**src/rtl/approx_sel_ctrl_if.sv**
```systemverilog
// ----------------------------------------------------------------------------
// approx_sel_ctrl_if
// Bundles the handshake and status signals of one MAC-lane exact/approximate
// select controller.
//   cfg_*   : per-layer configuration handshake (ops, window M, approx N)
//   in_*    : operand product handshake (exact and approximate products)
//   sel     : 2:1 product select, 1 = exact, 0 = approximate
//   out_*   : one-entry registered output stage with valid/ready
//   busy, done, stat_apx : layer status and approximate-op statistic
// The master modport is the sequencing side (stimulus / upstream+downstream);
// the slave modport is the controller itself.
// ----------------------------------------------------------------------------
interface approx_sel_ctrl_if #(
    parameter int W     = 16,
    parameter int CNT_W = 16,
    parameter int WIN_W = 8
);
    logic             cfg_valid;
    logic             cfg_ready;
    logic [CNT_W-1:0] cfg_ops;
    logic [WIN_W-1:0] cfg_win;
    logic [WIN_W-1:0] cfg_napx;
    logic             in_valid;
    logic             in_ready;
    logic [W-1:0]     in_exact;
    logic [W-1:0]     in_approx;
    logic             sel;
    logic             out_valid;
    logic             out_ready;
    logic [W-1:0]     out_data;
    logic             out_approx;
    logic             out_last;
    logic             busy;
    logic             done;
    logic [CNT_W-1:0] stat_apx;

    modport master (
        output cfg_valid, cfg_ops, cfg_win, cfg_napx,
        output in_valid, in_exact, in_approx, out_ready,
        input  cfg_ready, in_ready, sel, out_valid, out_data,
        input  out_approx, out_last, busy, done, stat_apx
    );

    modport slave (
        input  cfg_valid, cfg_ops, cfg_win, cfg_napx,
        input  in_valid, in_exact, in_approx, out_ready,
        output cfg_ready, in_ready, sel, out_valid, out_data,
        output out_approx, out_last, busy, done, stat_apx
    );
endinterface

```
**src/rtl/approx_sel_ctrl.sv**
```systemverilog
// ----------------------------------------------------------------------------
// approx_sel_ctrl
// Sequences the exact/approximate product select for one MAC lane. A layer is
// configured with an op count, a window length M and N approximate ops per
// window; the first N ops of every window take the approximate product, the
// rest the exact one. Selected products go through a one-entry output
// register with valid/ready backpressure.
// Ports:
//   clk   : clock, rising edge
//   rst_n : synchronous reset, active-low
//   bus   : approx_sel_ctrl_if.slave (cfg, in, out handshakes and status)
// ----------------------------------------------------------------------------
module approx_sel_ctrl #(
    parameter int W     = 16,
    parameter int CNT_W = 16,
    parameter int WIN_W = 8
) (
    input  logic              clk,
    input  logic              rst_n,
    approx_sel_ctrl_if.slave  bus
);

    typedef enum logic [1:0] {
        ST_IDLE  = 2'd0,
        ST_RUN   = 2'd1,
        ST_DRAIN = 2'd2
    } state_t;

    state_t           state_q,      state_d;
    logic [WIN_W-1:0] win_q,        win_d;
    logic [WIN_W-1:0] napx_q,       napx_d;
    logic [WIN_W-1:0] pos_q,        pos_d;
    logic [CNT_W-1:0] rem_q,        rem_d;
    logic [CNT_W-1:0] stat_q,       stat_d;
    logic             out_valid_q,  out_valid_d;
    logic [W-1:0]     out_data_q,   out_data_d;
    logic             out_approx_q, out_approx_d;
    logic             out_last_q,   out_last_d;
    logic             done_q,       done_d;

    logic sel_s;
    logic cfg_ready_s;
    logic in_ready_s;
    logic cfg_acc_s;
    logic accept_s;
    logic out_hs_s;

    // Handshake qualifiers and the window-position based select.
    // With N >= M the position never reaches N, so every op is approximate.
    always_comb begin
        sel_s       = (pos_q >= napx_q) ? 1'b1 : 1'b0;
        cfg_ready_s = (state_q == ST_IDLE) ? 1'b1 : 1'b0;
        in_ready_s  = ((state_q == ST_RUN) && (!out_valid_q || bus.out_ready)) ? 1'b1 : 1'b0;
        cfg_acc_s   = bus.cfg_valid && cfg_ready_s;
        accept_s    = bus.in_valid && in_ready_s;
        out_hs_s    = out_valid_q && bus.out_ready;
    end

    // Next-state logic for the FSM, the datapath registers and the counters.
    always_comb begin
        state_d      = state_q;
        win_d        = win_q;
        napx_d       = napx_q;
        pos_d        = pos_q;
        rem_d        = rem_q;
        stat_d       = stat_q;
        out_valid_d  = out_valid_q;
        out_data_d   = out_data_q;
        out_approx_d = out_approx_q;
        out_last_d   = out_last_q;
        done_d       = 1'b0;

        // A drained entry empties the stage unless a new accept refills it.
        if (out_hs_s) begin
            out_valid_d = 1'b0;
        end else begin
            out_valid_d = out_valid_q;
        end

        if (accept_s) begin
            out_data_d   = sel_s ? bus.in_exact : bus.in_approx;
            out_approx_d = !sel_s;
            out_last_d   = (rem_q == CNT_W'(1)) ? 1'b1 : 1'b0;
            out_valid_d  = 1'b1;
            pos_d        = (pos_q == (win_q - WIN_W'(1))) ? {WIN_W{1'b0}} : (pos_q + WIN_W'(1));
            rem_d        = rem_q - CNT_W'(1);
            if (!sel_s && (stat_q != {CNT_W{1'b1}})) begin
                stat_d = stat_q + CNT_W'(1);
            end else begin
                stat_d = stat_q;
            end
        end else begin
            out_data_d = out_data_q;
        end

        case (state_q)
            ST_IDLE: begin
                if (cfg_acc_s) begin
                    // A zero window length behaves as a window of one op.
                    win_d  = (bus.cfg_win == {WIN_W{1'b0}}) ? WIN_W'(1) : bus.cfg_win;
                    napx_d = bus.cfg_napx;
                    pos_d  = {WIN_W{1'b0}};
                    rem_d  = bus.cfg_ops;
                    stat_d = {CNT_W{1'b0}};
                    if (bus.cfg_ops == {CNT_W{1'b0}}) begin
                        done_d  = 1'b1;
                        state_d = ST_IDLE;
                    end else begin
                        state_d = ST_RUN;
                    end
                end else begin
                    state_d = ST_IDLE;
                end
            end
            ST_RUN: begin
                if (accept_s && (rem_q == CNT_W'(1))) begin
                    state_d = ST_DRAIN;
                end else begin
                    state_d = ST_RUN;
                end
            end
            ST_DRAIN: begin
                if (out_hs_s && out_last_q) begin
                    state_d = ST_IDLE;
                    done_d  = 1'b1;
                end else begin
                    state_d = ST_DRAIN;
                end
            end
            default: begin
                state_d = ST_IDLE;
            end
        endcase
    end

    // State and datapath registers with synchronous active-low reset.
    always_ff @(posedge clk) begin
        if (!rst_n) begin
            state_q      <= ST_IDLE;
            win_q        <= WIN_W'(1);
            napx_q       <= {WIN_W{1'b0}};
            pos_q        <= {WIN_W{1'b0}};
            rem_q        <= {CNT_W{1'b0}};
            stat_q       <= {CNT_W{1'b0}};
            out_valid_q  <= 1'b0;
            out_data_q   <= {W{1'b0}};
            out_approx_q <= 1'b0;
            out_last_q   <= 1'b0;
            done_q       <= 1'b0;
        end else begin
            state_q      <= state_d;
            win_q        <= win_d;
            napx_q       <= napx_d;
            pos_q        <= pos_d;
            rem_q        <= rem_d;
            stat_q       <= stat_d;
            out_valid_q  <= out_valid_d;
            out_data_q   <= out_data_d;
            out_approx_q <= out_approx_d;
            out_last_q   <= out_last_d;
            done_q       <= done_d;
        end
    end

    assign bus.cfg_ready  = cfg_ready_s;
    assign bus.in_ready   = in_ready_s;
    assign bus.sel        = sel_s;
    assign bus.out_valid  = out_valid_q;
    assign bus.out_data   = out_data_q;
    assign bus.out_approx = out_approx_q;
    assign bus.out_last   = out_last_q;
    assign bus.busy       = (state_q != ST_IDLE) ? 1'b1 : 1'b0;
    assign bus.done       = done_q;
    assign bus.stat_apx   = stat_q;

endmodule
```
**src/flat_wrapper.sv**
```systemverilog
// flat-port wrapper written by rule: the top's interface ports become plain ports
module approx_sel_ctrl_flat 
#(
    parameter int W     = 16,
    parameter int CNT_W = 16,
    parameter int WIN_W = 8
)
  (clk, rst_n, bus_cfg_valid, bus_cfg_ops, bus_cfg_win, bus_cfg_napx, bus_in_valid, bus_in_exact, bus_in_approx, bus_out_ready, bus_cfg_ready, bus_in_ready, bus_sel, bus_out_valid, bus_out_data, bus_out_approx, bus_out_last, bus_busy, bus_done, bus_stat_apx);
  approx_sel_ctrl_if #(.W(W), .CNT_W(CNT_W), .WIN_W(WIN_W)) bus_i ();
  input  logic clk;
  input  logic rst_n;
  input wire logic [$bits(bus_i.cfg_valid)-1:0] bus_cfg_valid;
  input wire logic [$bits(bus_i.cfg_ops)-1:0] bus_cfg_ops;
  input wire logic [$bits(bus_i.cfg_win)-1:0] bus_cfg_win;
  input wire logic [$bits(bus_i.cfg_napx)-1:0] bus_cfg_napx;
  input wire logic [$bits(bus_i.in_valid)-1:0] bus_in_valid;
  input wire logic [$bits(bus_i.in_exact)-1:0] bus_in_exact;
  input wire logic [$bits(bus_i.in_approx)-1:0] bus_in_approx;
  input wire logic [$bits(bus_i.out_ready)-1:0] bus_out_ready;
  output wire logic [$bits(bus_i.cfg_ready)-1:0] bus_cfg_ready;
  output wire logic [$bits(bus_i.in_ready)-1:0] bus_in_ready;
  output wire logic [$bits(bus_i.sel)-1:0] bus_sel;
  output wire logic [$bits(bus_i.out_valid)-1:0] bus_out_valid;
  output wire logic [$bits(bus_i.out_data)-1:0] bus_out_data;
  output wire logic [$bits(bus_i.out_approx)-1:0] bus_out_approx;
  output wire logic [$bits(bus_i.out_last)-1:0] bus_out_last;
  output wire logic [$bits(bus_i.busy)-1:0] bus_busy;
  output wire logic [$bits(bus_i.done)-1:0] bus_done;
  output wire logic [$bits(bus_i.stat_apx)-1:0] bus_stat_apx;
  assign bus_i.cfg_valid = bus_cfg_valid;
  assign bus_i.cfg_ops = bus_cfg_ops;
  assign bus_i.cfg_win = bus_cfg_win;
  assign bus_i.cfg_napx = bus_cfg_napx;
  assign bus_i.in_valid = bus_in_valid;
  assign bus_i.in_exact = bus_in_exact;
  assign bus_i.in_approx = bus_in_approx;
  assign bus_i.out_ready = bus_out_ready;
  assign bus_cfg_ready = bus_i.cfg_ready;
  assign bus_in_ready = bus_i.in_ready;
  assign bus_sel = bus_i.sel;
  assign bus_out_valid = bus_i.out_valid;
  assign bus_out_data = bus_i.out_data;
  assign bus_out_approx = bus_i.out_approx;
  assign bus_out_last = bus_i.out_last;
  assign bus_busy = bus_i.busy;
  assign bus_done = bus_i.done;
  assign bus_stat_apx = bus_i.stat_apx;
  approx_sel_ctrl #(.W(W), .CNT_W(CNT_W), .WIN_W(WIN_W)) u_core (.clk(clk), .rst_n(rst_n), .bus(bus_i));
endmodule
```
**config.mk**
```make
export PLATFORM = sky130hd
export DESIGN_NAME = approx_sel_ctrl_flat
export DESIGN_NICKNAME = d
export VERILOG_FILES = /design/src/rtl/approx_sel_ctrl_if.sv /design/src/rtl/approx_sel_ctrl.sv /design/src/flat_wrapper.sv
export SDC_FILE = /design/constraint.sdc
export NUM_CORES = 1
export LEC_CHECK = 0
export ABC_CLOCK_PERIOD_IN_PS = 2600
export BUFFER_PORTS_ARGS = -buffer_cell sky130_fd_sc_hd__buf_2
export CAP_MARGIN = 25
export CORE_ASPECT_RATIO = 1.5
export CORE_UTILIZATION = 54
export CTS_BUF_LIST = sky130_fd_sc_hd__clkbuf_8
export DETAILED_ROUTE_END_ITERATION = 8
export PLACE_DENSITY_LB_ADDON = 0.3
export SLEW_MARGIN = 0
export SYNTH_ARGS = -nofsm -noshare
export SYNTH_HDL_FRONTEND = slang
export SYNTH_SLANG_ARGS = --single-unit
```
**constraint.sdc**
```tcl
create_clock -name clk -period 2.6 [get_ports clk]
set_input_delay 0.39 -clock clk [delete_from_list [all_inputs] [get_ports clk]]
set_output_delay 0.39 -clock clk [all_outputs]
set_load 0.1 [all_outputs]
```
# Word level (Yosys, flattened, before mapping)
# Cells that the tools add are included.
# word_totals
latch_bits	0
elab_cells	66
out_inout_bits	40
rom_bits	0
in_bits	69
ff_bits	78
memories	0
ramBits	0
# classes
n_div	0
n_eq_ne	5
magnitude_cmp	1
n_reduce_logical	16
add_sub_neg	4
n_shift	0
n_mul	0
bitwise	0
muxes	29
# ops
cell	count
16-bit 2-to-1 mux	8
8-bit 2-to-1 mux	5
16-bit by 1-bit adder with 16-bit output (second input constant)	1
16-bit by 1-bit equality test with 1-bit output (second input constant)	1
16-bit logical NOT	1
16-bit != test (second input constant)	1
16-bit by 1-bit subtractor with 16-bit output (second input constant)	1
1-bit 2-to-1 mux	12
8-bit by 1-bit adder with 8-bit output (second input constant)	1
8-bit equality test	1
8-bit >= comparator	1
8-bit logical NOT	1
8-bit by 1-bit subtractor with 8-bit output (second input constant)	1
1-bit logical AND	7
2-bit case mux with 3 select lines	1
2-bit 2-to-1 mux	2
2-bit nonzero test	2
2-bit by 1-bit equality test with 1-bit output (second input constant)	1
2-bit equality test (second input constant)	1
1-bit logical NOT	2
2-bit logical NOT	1
1-bit case mux with 2 select lines	1
2-bit AND reduction	1
1-bit logical OR	1

# Logic depth before layout (Yosys ltp)
# Gate-level depths: netlist of run 1.
# depth
ltp_word	8
depth_mapped	9

# Worst setup path before layout of run 1
# OpenSTA, ideal clock, no wires.
# synth_path
path_type	register to output
start	register u_core.state_q[1]
end	output bus_busy
path_stages_with_launch	3
required_ps	2210
t_arrival_ps	2635
slack_ps	-425
path_cell_list	dfxtp_1 nor2_1 inv_1
# synth_via
elab_chain_cells	2
# synth_rtl
item	line	source
start, declared	approx_sel_ctrl.sv:29	state_t state_q, state_d;
start signal, assigned	approx_sel_ctrl.sv:151	state_q <= state_d;
2-bit nonzero test	approx_sel_ctrl.sv:172	assign bus.busy = (state_q != ST_IDLE) ? 1'b1 : 1'b0;
1-bit 2-to-1 mux	approx_sel_ctrl.sv:172	
end, declared	flat_wrapper.sv:27	output wire logic [$bits(bus_i.busy)-1:0] bus_busy;
# No other way between the ends.

# Worst setup path in the final report of run 1
# layout_path
start	register u_core.pos_q[0]
end	output bus_sel
# layout_via
elab_chain_cells	2
# layout_rtl
item	line	source
start, declared	approx_sel_ctrl.sv:32	logic [WIN_W-1:0] pos_q, pos_d;
start signal, assigned	approx_sel_ctrl.sv:142	pos_q <= {WIN_W{1'b0}};
start signal, assigned	approx_sel_ctrl.sv:154	pos_q <= pos_d;
8-bit >= comparator	approx_sel_ctrl.sv:51	sel_s = (pos_q >= napx_q) ? 1'b1 : 1'b0;
1-bit 2-to-1 mux	approx_sel_ctrl.sv:51	
end, declared	flat_wrapper.sv:22	output wire logic [$bits(bus_i.sel)-1:0] bus_sel;
# No other way between the ends.

==> summary.md, run 1 <==
| Metric | Value |
|---|---|
| EDFF count, synth | `0` |
| Core Footprint | `6940 sq um` |
| Root Buffer | `clkbuf_8` |
| Worst-Margin Slew | `0.609 ns` |
| Slew Limit Fails | `0` |
| Vias in the first global route | `3553` |
| Synth Area per Inst | `8.39 sq um` |
| Post-synthesis compound-gate area fraction | `14.3%` |
| DRT antenna net count | `0` |
| ANT cells | `0` |
| Die area | `7650 sq um` |
| Pwr Total | `0.00305 W` |
| Layout Nets | `657` |
| Crit share post-route | `91.8%` |
| Top Ports | `109` |
| All-Layer GR Usage | `26.2%` |
| CTS Sinks | `78` |
| Layout area overhead | `22.2%` |
| First-pass iteration count of the detailed router | `4` |
| MaxCap Viol Count | `0` |
| DP HPWL | `7010 um` |
| Mapped Cells | `470` |
| Worst R2R Start | `u_core.pos_q[2]` |
| Pint | `0.00210 W` |
| DR iter-0 viols | `229` |
| Combinational Power Share | `22.5%` |
| Horiz. Die Dim | `71.8 um` |
| CTS tree | `done` |
| Worst Hold Class | `in2reg` |
| Max VDD drop | `0.372 mV` |
| Setup Skew | `0.00840 ns` |
| DR vias/cell | `5.69` |
| Primary FF master, synth | `dfxtp_1` |
| PD cells | `633 nW/um^2` |
| #FFs+latches synth | `78` |
| Setup violators final | `0` |
| Synth Area in XOR/XNOR | `9.97%` |
| Number of synthesis warnings | `0` |
| Final Instance Count excl. Fillers | `658` |
| Final min period | `2.39 ns` |
| Initial core utilization | `56.8%` |
| CP required | `2.21 ns` |
| Max clock buf depth | `2` |
| Fmax | `0.419 GHz` |
| H-tree levels | `3` |
| RSZ-0062 raised after global routing | `false` |
| Die span in y | `107 um` |
| Critical path launch point type | `flip-flop` |
| Largest family of logic cells by synthesized area | `simple AND/OR/NAND/NOR gates` |
| Initial antenna violation count | `0` |
| Worst-path clk slew | `0.08 ns` |
| Final WL | `9620 um` |
| Part of the power in registers | `43.0%` |
| Async set-or-reset flop fraction in the synthesized netlist | `0%` |
| Largest net degree at the start of global routing | `36` |
| Clock power share | `34.5%` |
| Via count | `3746` |
| Port Buffer Count | `108` |
| Multiplexer share of the synthesized area | `4.57%` |
| CP Data Arrival Time | `2.00 ns` |
| Crit Path Class | `reg2out` |
| Row cnt | `37` |
| Distinct cell type count after synthesis | `49` |
| CTS Buf Count | `9` |
| CP startpoint | `u_core.pos_q[0]` |
| Avg WL per Cell | `14.6 um` |
| Simple-gate share of the synthesized area | `23.3%` |
| Grt ovf | `0` |
| Remaining DRCs | `0` |
| Sequential share of the synthesized area | `39.6%` |
| First-pass GRT wire length | `15600 um` |
| Min-delay src | `bus_cfg_napx[6]` |
| Clk Latency, worst-skew pair | `0.36 ns` |
| CP max FO | `5` |
| Hold Fails Final Rpt | `0` |
| Layout cells sized above 1 | `26.7%` |
| Cell count after placement | `640` |
| Sw power | `0.000954 W` |
| Fin Setup TNS | `0 ns` |
| Final GP Congestion | `0.844` |
| Lkg Pwr | `2.09 nW` |
| Synthesized cell area | `3940 sq um` |
| Status | `complete, no violations` |
| Crit. End Element | `primary output` |
| Worst relative slew slack | `58.9%` |
| Syn_nets | `552` |
| Sw Share | `31.2%` |
| Synth Area in Adders | `4.13%` |
## power groups by stage
stage | Sequential [W] | Clock (W) | Combinational, W
final | 0.00131 | 0.00105 | 0.000686
after floorplan | 0.00147 | 0 | 0.000375
after global placement | 0.00134 | 0 | 0.000657
after CTS | 0.00131 | 0.00107 | 0.000678
after detailed placement | 0.00134 | 0 | 0.000670
after global routing | 0.00132 | 0.00112 | 0.000739
## logic make-up after synthesis
kind of cell	Yosys count
compound gates	100
xor+xnor	44
fa+ha+maj	13
buf+inv	42
flops	78
mux	18
simple gates	175
## registers in the layout, summed over array words and instances (netlist names)
signal                 flops
u_core.bus.done            1
u_core.bus.out_approx      1
u_core.rem_q              16
u_core.bus.stat_apx       16
u_core.bus.out_valid       1
u_core.win_q               8
u_core.napx_q              8
u_core.pos_q               8
u_core.state_q             2
u_core.bus.out_last        1
u_core.bus.out_data       16
## Yosys cell counts, types with 2 or more instances
| library cell | instances | area, sq um |
|---|---|---|
| and2_1 | 3 | 18.8 |
| or4_1 | 2 | 15.0 |
| buf_2 | 5 | 25.0 |
| ha_1 | 13 | 163 |
| nor3_1 | 18 | 90.1 |
| a21oi_1 | 51 | 255 |
| buf_1 | 2 | 7.51 |
| nor4b_1 | 2 | 17.5 |
| nand2_1 | 47 | 176 |
| inv_1 | 15 | 56.3 |
| or3_1 | 2 | 12.5 |
| xor2_1 | 23 | 201 |
| and3_1 | 5 | 31.3 |
| nor4_2 | 2 | 25.0 |
| a211oi_1 | 7 | 52.6 |
| nor2_1 | 36 | 135 |
| o21ai_0 | 34 | 170 |
| nand4_1 | 10 | 62.6 |
| nand3_1 | 22 | 110 |
| dfxtp_1 | 78 | 1560 |
| nor3b_1 | 3 | 22.5 |
| mux2i_1 | 18 | 180 |
| clkbuf_1 | 18 | 67.6 |
| nor4_4 | 2 | 42.5 |
| nor4_1 | 9 | 56.3 |
| xnor2_1 | 20 | 175 |
## repair_timing
| item | 4_1_cts | 5_1_grt |
|---|---|---|
| endpoints found under the setup margin | 1 | 1 |
| buffers inserted | 0 | 2 |
| pin swaps | 0 | 1 |
| resized for setup | 1 | 0 |
| hold buffers | 0 | 0 |
## final cells by class
type,count,area [sq um]
multi-input cells,350,2230
inverters,16,60.1
well taps,78,97.6
clock buffers,12,165
repair buffers,120,633
fillers,551,2120
clock inverters,4,68.8
flip-flops and latches,78,1570
## through the flow
step | setup slack (ns) | hold WS (ns) | cell area, sq um | utilization [%]
2_1_floorplan | 0.00915 | 0.436 | 3950 | -
5_1_grt | 0.0876 | 0.263 | 4820 | 69.4
3_5_place_dp | 0.365 | 0.448 | 4570 | 65.8
4_1_cts | 0.0861 | 0.250 | 4800 | 69.2
3_3_place_gp | 0.448 | 0.445 | 4570 | 65.8
6_report | 0.213 | 0.259 | 4820 | 69.4
## worst max-delay path, stage by stage (launching register included)
cell	delay, ns
dfxtp_1	0.47
inv_1	0.07
ha_1	0.28
nor2b_1	0.04
o21ai_0	0.30
a21oi_4	0.11
inv_1	0.08
buf_4	0.28
## routing by layer
metal	GRT usage [%]	up-vias	routed length [um]
li1	-	1858	-
met1	28.6	1751	3770
met2	46.6	111	5120
met3	5.17	26	406
met4	14.4	0	325
met5	0	-	0
## layout by cell type (no fill, tap or decap), drive strengths merged, types with 5 or more instances in the layout
| cell | count |
|---|---|
| nand3 | 23 |
| dfxtp | 78 |
| clkbuf | 12 |
| ha | 13 |
| nor3 | 18 |
| nor2 | 38 |
| xor2 | 24 |
| and3 | 5 |
| mux2i | 18 |
| xnor2 | 20 |
| o21ai | 34 |
| nand4 | 10 |
| a211oi | 7 |
| a21oi | 51 |
| buf | 120 |
| inv | 16 |
| nor4 | 13 |
| nand2 | 47 |
## worst paths after layout
check | to | slack (ns) | depth (start not counted)
max | bus_sel | 0.21 | 7
min | u_core.napx_q[6] | 0.26 | 3
max reg2reg | u_core.bus.stat_apx[4] | 0.36 | 8
min reg2reg | u_core.napx_q[7] | 0.46 | 2
No activity file was read; power rests on OpenSTA's default activity.
==> inputs of run 2 (changes only) <==
==> constraint.sdc (replaced) <==
create_clock -name clk -period 2.6 [get_ports clk]
set_input_delay 0.52 -clock clk [delete_from_list [all_inputs] [get_ports clk]]
set_output_delay 0.52 -clock clk [all_outputs]
set_load 0.1 [all_outputs]
==> run 2 against run 1 <==
- cell count is the same
- worst setup slack lost 0.066 ns
- combinational power shrank 1%
- core utilization shrank 0.47 points
- critical path depth shrank 1
- non-clock buffer count is the same
- clock skew grew 0.0032 ns
- flip-flop and latch count is the same
- critical endpoint unchanged
==> summary.md, run 2 (synthesis gave the netlist of run 1 again) <==
| Metric | Value |
|---|---|
| Status | `complete, no violations` |
| Final min period | `2.45 ns (+0.0663 ns)` |
| Worst R2R Start | `u_core.win_q[0]` |
| Core Footprint | `6940 sq um (unchanged)` |
| Worst Hold Class | `in2reg` |
| Setup Skew | `0.0116 ns (+0.00324 ns)` |
| Layout area overhead | `21.4%` |
| Worst-Margin Slew | `0.598 ns (-0.0102 ns)` |
| Hold Fails Final Rpt | `0 (unchanged)` |
| Vias in the first global route | `3590 (+1.0%)` |
| Final GP Congestion | `0.818 (-3.1%)` |
| Commonest non-fill, non-tap cell in the layout | `buf_2` |
| Initial antenna violation count | `0 (unchanged)` |
| Crit. End Element | `primary output` |
| Layout Nets | `657 (unchanged)` |
| CP startpoint | `u_core.pos_q[2]` |
| Grt ovf | `0 (unchanged)` |
| Final WL | `9430 um (-2.0%)` |
| DRT antenna net count | `0 (unchanged)` |
| Root Buffer | `clkbuf_8` |
| First-pass GRT wire length | `15600 um (+0.53%)` |
| Lkg Pwr | `2.07 nW (-1.1%)` |
| CP required | `2.08 ns (-0.13 ns)` |
| Crit Path Class | `reg2out` |
| DR vias/cell | `5.67 (-0.32%)` |
| Part of the power in registers | `45.0% (+2.0 points)` |
| Critical Path End | `bus_sel` |
| First-pass iteration count of the detailed router | `4 (unchanged)` |
| Critical path launch point type | `flip-flop` |
| CTS Sinks | `78 (unchanged)` |
| Remaining DRCs | `0 (unchanged)` |
| Fin Setup TNS | `0 ns (unchanged)` |
| Largest net degree at the start of global routing | `47 (+31%)` |
| FF-to-FF path depth | `7 (-1)` |
| ANT cells | `0 (unchanged)` |
| DR iter-0 viols | `162 (-29%)` |
| All-Layer GR Usage | `26.1% (-0.075 points)` |
| Initial core utilization | `56.8% (unchanged)` |
| Avg WL per Cell | `14.3 um (-2.0%)` |
| CP max FO | `5 (unchanged)` |
| Port Buffer Count | `108 (unchanged)` |
| Row cnt | `37 (unchanged)` |
| Sw power | `0.000967 W (+1.4%)` |
| Most frequent cells in the layout | `buf_2, dfxtp_1, a21oi_1, nand2_1, nor2_1` |
| Setup violators final | `0 (unchanged)` |
| RSZ-0062 raised after global routing | `false` |
| Worst hold stages | `3 (unchanged)` |
| Crit path cell chain | `ha_1, a211oi_1, o21ai_0, a21oi_4, inv_1, buf_4` |
| Clk Latency, worst-skew pair | `0.36 ns (about the same)` |
| Clock power share | `31.7% (-2.8 points)` |
| Worst relative slew slack | `60.1% (+1.3 points)` |
| H-tree levels | `3 (unchanged)` |
| R2R setup slack | `0.29 ns (-0.07 ns)` |
| Crit share post-route | `94.4% (+2.5 points)` |
| CTS tree | `done` |
| MaxCap Viol Count | `0 (unchanged)` |
| Slew Limit Fails | `0 (unchanged)` |
| Pint | `0.00195 W (-7.3%)` |
| Horiz. Die Dim | `71.8 um (unchanged)` |
| CP Data Arrival Time | `1.93 ns (-0.07 ns)` |
| Top Ports | `109 (unchanged)` |
| CTS Buf Count | `9 (unchanged)` |
| R2r endpoint | `u_core.pos_q[1]` |
| Die span in y | `107 um (unchanged)` |
| Pwr Total | `0.00291 W (-4.6%)` |
| Die area | `7650 sq um (unchanged)` |
| Crit path largest cell delay | `0.36 ns (-0.11 ns)` |
| Sw Share | `33.2% (+1.9 points)` |
| Crit-path slowest cell | `dfxtp_2` |
| PD cells | `609 nW/um^2 (-3.9%)` |
| Max VDD drop | `0.538 mV (+45%)` |
| Worst-path clk slew | `0.09 ns (about the same)` |
| Layout cells sized above 1 | `26.9% (+0.17 points)` |
| Max clock buf depth | `2 (unchanged)` |
| Fmax | `0.408 GHz (-2.7%)` |
| Via count | `3734 (-0.32%)` |
| DP HPWL | `6950 um (-0.79%)` |
| Combinational Power Share | `23.3% (+0.8 points)` |
-- run 2: how the worst min path moves through the flow --
stage	slack (ns)	start	endpoint
after floorplan	0.44	u_core.napx_q[1]	u_core.napx_q[1]
after global placement	0.45	u_core.napx_q[2]	u_core.napx_q[2]
after detailed placement	0.45	u_core.napx_q[7]	u_core.napx_q[7]
after CTS	0.38	bus_cfg_napx[6]	u_core.napx_q[6]
after global routing	0.38	bus_cfg_napx[6]	u_core.napx_q[6]
final	0.38	bus_cfg_napx[6]	u_core.napx_q[6]
-- run 2: power groups by stage --
stage               clock (W)  combinational, W  sequential (W)
floorplan                   0          0.000375         0.00147
global placement            0          0.000656         0.00134
detailed placement          0          0.000669         0.00134
CTS                  0.000935          0.000679         0.00131
global route         0.000992          0.000732         0.00132
finish               0.000923          0.000679         0.00131
-- run 2: worst max-delay path, delay by kind of cell, from the launching register on --
| kind | cells | cell delay [ns] |
|---|---|---|
| AOI/OAI and AO/OA | 3 | 0.61 |
| DFF | 1 | 0.36 |
| adders and majority gates | 1 | 0.31 |
| buffers and inverters | 2 | 0.29 |
-- run 2: area by class of cell --
class / count / area, sq um
tap: 78 / 97.6
inverter: 16 / 60.1
clock inverter: 6 / 62.6
timing repair buffer: 120 / 633
clock buffer: 10 / 138
fill: 561 / 2160
sequential: 78 / 1570
multi-input combinational: 350 / 2230
-- run 2: stage by stage --
step	setup WS, ns	area, sq um	hold slack [ns]	util [%]	cells
finish	0.146	4790	0.381	68.9	658
global route	0.0354	4790	0.382	68.9	658
CTS	0.0105	4780	0.376	68.9	658
detailed placement	0.271	4580	0.447	65.9	641
global placement	0.307	4580	0.447	65.9	641
floorplan	0.00915	3950	0.436	-	470
-- run 2: per-layer routing --
| metal | global-route usage (%) | vias up | wire, um |
|---|---|---|---|
| met2 | 46.8 | 91 | 4940 |
| met1 | 27.9 | 1758 | 3810 |
| li1 | - | 1860 | - |
| met3 | 4.98 | 25 | 319 |
| met5 | 0 | - | 0 |
| met4 | 15.3 | 0 | 352 |
-- run 2: repair_timing --
action                                  CTS  global route
endpoints found under the setup margin    1             1
gates cloned                              0             0
setup buffers                             1             0
resized for setup                         0             3
pin swaps                                 1             0
hold buffers                              0             0
